[src/rtl/viterbi_frame_ctrl.sv]
// Frame controller for an encoder/Viterbi-decoder pair: streams payload plus a zero tail into the
// encoder and re-aligns the decoded stream. Optional `VITERBI_FRAME_SELFCHECK_EN adds err_cnt_o.
module viterbi_frame_ctrl #(
  parameter int FRAME_LEN   = 64,
  parameter int TAIL_LEN    = 2,
  parameter int DEC_LATENCY = 32
) (
  input  logic clk,
  input  logic rst,
  input  logic start_i,
  input  logic abort_i,
  input  logic data_i,
  input  logic data_valid_i,
  output logic data_ready_o,
  output logic encoder_o,
  output logic enable_encoder_o,
  input  logic decoder_i,
  output logic dec_data_o,
  output logic dec_valid_o,
  output logic frame_done_o,
  output logic busy_o,
  output logic underrun_o
`ifdef VITERBI_FRAME_SELFCHECK_EN
  ,
  output logic [$clog2(FRAME_LEN+1)-1:0] err_cnt_o
`endif
);

  localparam int ENC_LEN = FRAME_LEN + TAIL_LEN;
  localparam int WIN_END = DEC_LATENCY + FRAME_LEN;
  localparam int CW      = $clog2(ENC_LEN + 1);
  localparam int WW      = $clog2(WIN_END + 1);

  localparam logic [CW-1:0] LAST_SLOT = CW'(FRAME_LEN - 1);
  localparam logic [CW-1:0] LAST_ENC  = CW'(ENC_LEN - 1);
  localparam logic [CW-1:0] ENC_ONE   = CW'(1);
  localparam logic [WW-1:0] WIN_LO    = WW'(DEC_LATENCY);
  localparam logic [WW-1:0] WIN_HI    = WW'(WIN_END - 1);
  localparam logic [WW-1:0] WIN_ONE   = WW'(1);

  typedef enum logic [2:0] {IDLE, PAYLOAD, TAIL, DRAIN, DONE} state_t;

  state_t        state;
  logic [CW-1:0] enc_cnt;
  logic [WW-1:0] win_cnt;
  logic          win_run;
  logic          win_fin;

  logic kill;
  logic frame_start;
  logic win_start;
  logic capture;

  assign kill         = abort_i && (state != IDLE);
  assign frame_start  = (state == IDLE) && start_i && !abort_i;
  assign win_start    = (state == PAYLOAD) && (enc_cnt == '0) && !abort_i;
  assign capture      = win_run && (win_cnt >= WIN_LO);
  assign data_ready_o = (state == PAYLOAD);
  assign busy_o       = (state != IDLE);

  // Sequencer: payload slots, zero tail, then wait for the decoded window to close.
  // NOTE: every state register uses <= so all branches see pre-edge values regardless of order.
  always_ff @(posedge clk or negedge rst) begin
    if (!rst) begin
      state            <= IDLE;
      enc_cnt          <= '0;
      encoder_o        <= 1'b0;
      enable_encoder_o <= 1'b0;
      frame_done_o     <= 1'b0;
      underrun_o       <= 1'b0;
    end else begin
      encoder_o        <= 1'b0;
      enable_encoder_o <= 1'b0;
      frame_done_o     <= 1'b0;
      case (state)
        IDLE: begin
          if (frame_start) begin
            state      <= PAYLOAD;
            enc_cnt    <= '0;
            underrun_o <= 1'b0;
          end
        end
        PAYLOAD: begin
          encoder_o        <= data_valid_i & data_i;
          enable_encoder_o <= 1'b1;
          if (!data_valid_i) underrun_o <= 1'b1;
          enc_cnt <= enc_cnt + ENC_ONE;
          if (enc_cnt == LAST_SLOT) state <= (TAIL_LEN == 0) ? DRAIN : TAIL;
        end
        TAIL: begin
          enable_encoder_o <= 1'b1;
          enc_cnt          <= enc_cnt + ENC_ONE;
          if (enc_cnt == LAST_ENC) state <= DRAIN;
        end
        DRAIN: begin
          if (win_fin) begin
            state        <= DONE;
            frame_done_o <= 1'b1;
          end
        end
        DONE:    state <= IDLE;
        default: state <= IDLE;
      endcase
      if (kill) begin
        state            <= IDLE;
        encoder_o        <= 1'b0;
        enable_encoder_o <= 1'b0;
        frame_done_o     <= 1'b0;
      end
    end
  end

  // Output window is timed from the first encoder-enable cycle, independent of the sequencer.
  always_ff @(posedge clk or negedge rst) begin
    if (!rst) begin
      win_run     <= 1'b0;
      win_cnt     <= '0;
      win_fin     <= 1'b0;
      dec_valid_o <= 1'b0;
      dec_data_o  <= 1'b0;
    end else begin
      dec_data_o  <= decoder_i;
      dec_valid_o <= 1'b0;
      if (frame_start) win_fin <= 1'b0;
      if (win_start) begin
        win_run <= 1'b1;
        win_cnt <= '0;
      end else if (win_run) begin
        win_cnt <= win_cnt + WIN_ONE;
        if (capture) dec_valid_o <= 1'b1;
        if (win_cnt == WIN_HI) begin
          win_run <= 1'b0;
          win_fin <= 1'b1;
        end
      end
      if (kill) begin
        win_run     <= 1'b0;
        dec_valid_o <= 1'b0;
      end
    end
  end

`ifdef VITERBI_FRAME_SELFCHECK_EN
  localparam int IW = $clog2(FRAME_LEN);
  localparam logic [IW-1:0] IDX_ONE = IW'(1);
  localparam logic [$clog2(FRAME_LEN+1)-1:0] ERR_ONE = ($clog2(FRAME_LEN+1))'(1);

  logic [FRAME_LEN-1:0] hist;
  logic [IW-1:0]        wr_idx;
  logic [IW-1:0]        rd_idx;

  // NOTE: history is pure data storage with no reset; each slot is written before it is compared.
  always_ff @(posedge clk) begin
    if (state == PAYLOAD) hist[wr_idx] <= data_valid_i & data_i;
  end

  always_ff @(posedge clk or negedge rst) begin
    if (!rst) begin
      wr_idx    <= '0;
      rd_idx    <= '0;
      err_cnt_o <= '0;
    end else begin
      if (frame_start) begin
        wr_idx    <= '0;
        err_cnt_o <= '0;
      end else if (state == PAYLOAD) begin
        wr_idx <= wr_idx + IDX_ONE;
      end
      if (win_start) begin
        rd_idx <= '0;
      end else if (capture && !kill) begin
        rd_idx <= rd_idx + IDX_ONE;
        if (decoder_i != hist[rd_idx]) err_cnt_o <= err_cnt_o + ERR_ONE;
      end
    end
  end
`endif

endmodule

[config.mk]
export PLATFORM = sky130hd
export DESIGN_NAME = viterbi_frame_ctrl
export DESIGN_NICKNAME = d
export VERILOG_FILES = /design/src/rtl/viterbi_frame_ctrl.sv
export SDC_FILE = /design/constraint.sdc
export NUM_CORES = 1
export LEC_CHECK = 0
export ABC_AREA = 1
export BUFFER_PORTS_ARGS = -buffer_cell sky130_fd_sc_hd__buf_4
export CORE_MARGIN = 5
export CORE_UTILIZATION = 55
export CTS_CLUSTER_SIZE = 16
export DETAILED_ROUTE_END_ITERATION = 7
export GPL_ROUTABILITY_DRIVEN = 0
export PLACE_DENSITY = 0.73
export SYNTH_ARGS = -nofsm -noshare
export SYNTH_HDL_FRONTEND = slang
export SYNTH_SLANG_ARGS = --single-unit
[constraint.sdc]
create_clock -name clk -period 3.1 [get_ports clk]
set_clock_uncertainty 0.1 [all_clocks]
set_input_delay 0.31 -clock clk [delete_from_list [all_inputs] [get_ports clk]]
set_output_delay 0.31 -clock clk [all_outputs]
set_load 0.01 [all_outputs]
==> flow_summary.ini <==
[status]
status = finished, final reports clean

[grt]
grt_use_total = 0.165
grt_max_degree = 26
gr-total-overflow = 0
antenna_found_initial = 0
grt_pass1_vias = 1055
grt_pass1_wl_um = 4500

[cts]
cts.repair.resized = 0
clock_sinks = 25
clk_pin_slew_ps = 130
clkLatencyLatePin_ps = 310
cts_tree = done
cts_max_level = 1
hold_buffers = 2
root_buffer = clkbuf_4
postCtsSetupBuffers = 0
clockBufferDepth = 2
cts-buffers-inserted = 3

[sta]
hold_viol = 0
drv_slew = 0
fmax_ghz = 0.609
fin_crit_ps = 1640
setup_ws_ps = 1460
fin_tns_setup_ps = 0
setup_violations = 0
tightest_slew_ps = 310
rsz0062_at_grt = no
layout_worst_path_cycle_share = 0.529
slew-limit-headroom = 0.794

[yosys]
syn_nets = 173
yosysSeqAreaShare = 0.461
syn-mean-instance-area_um2 = 8.43
yosys.area_share.simple = 0.312
yosysTopAreaCellShare = 0.461
synth.area.top_cells = dfrtp_1 46%, nand2_1 9.1%, inv_1 5.8%, nor2_1 5.5%, ha_1 4.6%
synth_compound_area_frac = 0.0700
synthDistinctLibCells = 29
synth_mux_area_frac = 0
synth_top_cell_by_area = dfrtp_1
postSynthCellCount = 161
yosys.area_share.xor_xnor = 0.0387
yosysWarningCount = 0
synth_top_family_by_area = simple AND/OR/NAND/NOR gates
synthAdderAreaFrac = 0.0461
synth-seq-cells = 25
syn-cell-area_um2 = 1360

[critical_path]
r2r_cells = 7
crit_top_cell = inv_1
startpoint_type = flop
critPathKind = reg -> out
crit_family = flip-flops
cp_slowest_cell = dfrtp_1
crit_buf_inv = 3
required_ps = 2690
path_max_fanout = 5
arrival_ps = 1230
cpPeakStageDelay_ps = 470
worst-path-stages = 4
endpoint_kind = output port
crit_chain = inv_1, nand3_2, inv_1, buf_4

[routing]
wirelength_um = 2480
drt_iter0_drc = 57
drcViolationCount = 0
wire_per_inst_um = 11.8
vias = 1069
dr.pass1.iters = 4
avgViaCountPerCell = 5.09
ant_nets = 0

[place]
port_buffers = 14
place_hpwl_um = 1950
pre_cts_slack_ps = 1690
dp.cells = 204

[layout]
fin_cells = 210
fin_nets = 193
drive_gt1_frac = 0.172
diodes = 0
syn2layout_area_growth_pct = 13.4

[floorplanning]
ios = 15
core_area_um2 = 2410
dieArea_um2 = 3560
die_w_um = 59.7
row_count = 18
start_util = 0.563
die_h_um = 59.7

[worst_hold_path]
hp-class = in -> reg
min_path_cells = 2

[power]
totalPowerFinal_mw = 1.19
ir_drop_v = 0.000463
power_density_nw_per_um2 = 772
power.leakage_nw = 0.774

[job]
cap_violations = 0
==> worst paths after layout <==
path / startpoint / endpoint / slack (ps)
max: state[2] / data_ready_o / 1460
min: abort_i / frame_done_o / 80
max reg2reg: win_cnt[0] / win_cnt[6] / 1660
min reg2reg: win_fin / win_fin / 410
max in group asynchronous: rst / win_cnt[1] / 2340
min in group asynchronous: rst / enc_cnt[5] / 320
==> routing by layer <==
layer  part of all wire  GRT usage  wire [um]  vias to the layer above
met5                  0          0          0                        -
met4              0.013     0.0570         31                        0
met3              0.052     0.0281        129                        5
met2               0.47      0.281       1170                       21
met1               0.46      0.211       1140                      491
li1                   -          -          -                      552
==> kinds of logic (layout without fill, tap and decap cells) <==
family,Yosys count,count (layout)
xor+xnor,6,6
buf+inv,25,44
simple gates,84,84
compound gates,16,16
fa+ha+maj,5,5
flops,25,25
==> Yosys cell counts <==
cell type   n
inv_1      21
a21oi_2     1
nor2_1     20
nand4_2     1
a22o_1      1
inv_2       3
a21oi_1     2
xor2_1      4
nand2_4     1
dfrtp_1    25
nand2_1    33
buf_4       1
nor4_1      2
nand4_1     4
nand3b_1    1
a21o_1      1
nand3_2     1
nand3_1    11
o21bai_1    1
xnor2_1     2
o21ai_1     3
nor2_8      1
nor2_4      3
nor3_1      3
ha_1        5
o21a_1      1
nor3_2      1
o21ai_0     6
nand2_2     2
==> where the power goes <==
part / switching, mW / internal [mW] / leakage (nW)
clock network: 0.0941 / 0.0502 / 0.0150
logic: 0.309 / 0.215 / 0.429
registers: 0.103 / 0.417 / 0.329
total: 0.506 / 0.683 / 0.774
==> cell type report <==
cell class              instances  area (um^2)
multi-input cells             111          634
flip-flops and latches         25          626
clock buffers                   4         26.3
repair buffers                 16          125
well taps                      30         37.5
inverters                      24         90.1
fillers                       208          871
==> cell usage in the layout, fill, tap and decap left out <==
cell type | synthesis | final
dlygate4sd3_1 | 0 | 2
nand2_4 | 1 | 1
o21ai_1 | 3 | 3
xnor2_1 | 2 | 2
clkbuf_1 | 0 | 1
nor2_8 | 1 | 1
dfrtp_1 | 25 | 25
a22o_1 | 1 | 1
nand3_1 | 11 | 11
inv_1 | 21 | 21
nor4_1 | 2 | 2
buf_4 | 1 | 14
inv_2 | 3 | 3
nor3_2 | 1 | 1
nor3_1 | 3 | 3
a21o_1 | 1 | 1
a21oi_2 | 1 | 1
a21oi_1 | 2 | 2
xor2_1 | 4 | 4
nand2_2 | 2 | 2
nand3_2 | 1 | 1
clkbuf_4 | 0 | 3
nand4_1 | 4 | 4
nor2_4 | 3 | 3
ha_1 | 5 | 5
nand2_1 | 33 | 33
nor2_1 | 20 | 20
o21a_1 | 1 | 1
o21ai_0 | 6 | 6
nand3b_1 | 1 | 1
o21bai_1 | 1 | 1
nand4_2 | 1 | 1
==> sequential cells by signal, summed over array words and instances (netlist names) <==
signal and cells:
underrun_o 1, enc_cnt 7, encoder_o 1, frame_done_o 1, win_run 1, win_cnt 7
state 3, win_fin 1, dec_data_o 1, enable_encoder_o 1, dec_valid_o 1
==> per-stage QoR <==
step | area (um^2) | util | hold slack (ps)
5_1_grt | 1540 | 0.639 | 50.3
3_3_place_gp | 1490 | 0.619 | 130
3_5_place_dp | 1490 | 0.619 | 132
6_report | 1540 | 0.639 | 81.7
4_1_cts | 1540 | 0.639 | 64.7
2_1_floorplan | 1360 | - | -85.6
Power figures use the tool's default switching activity.
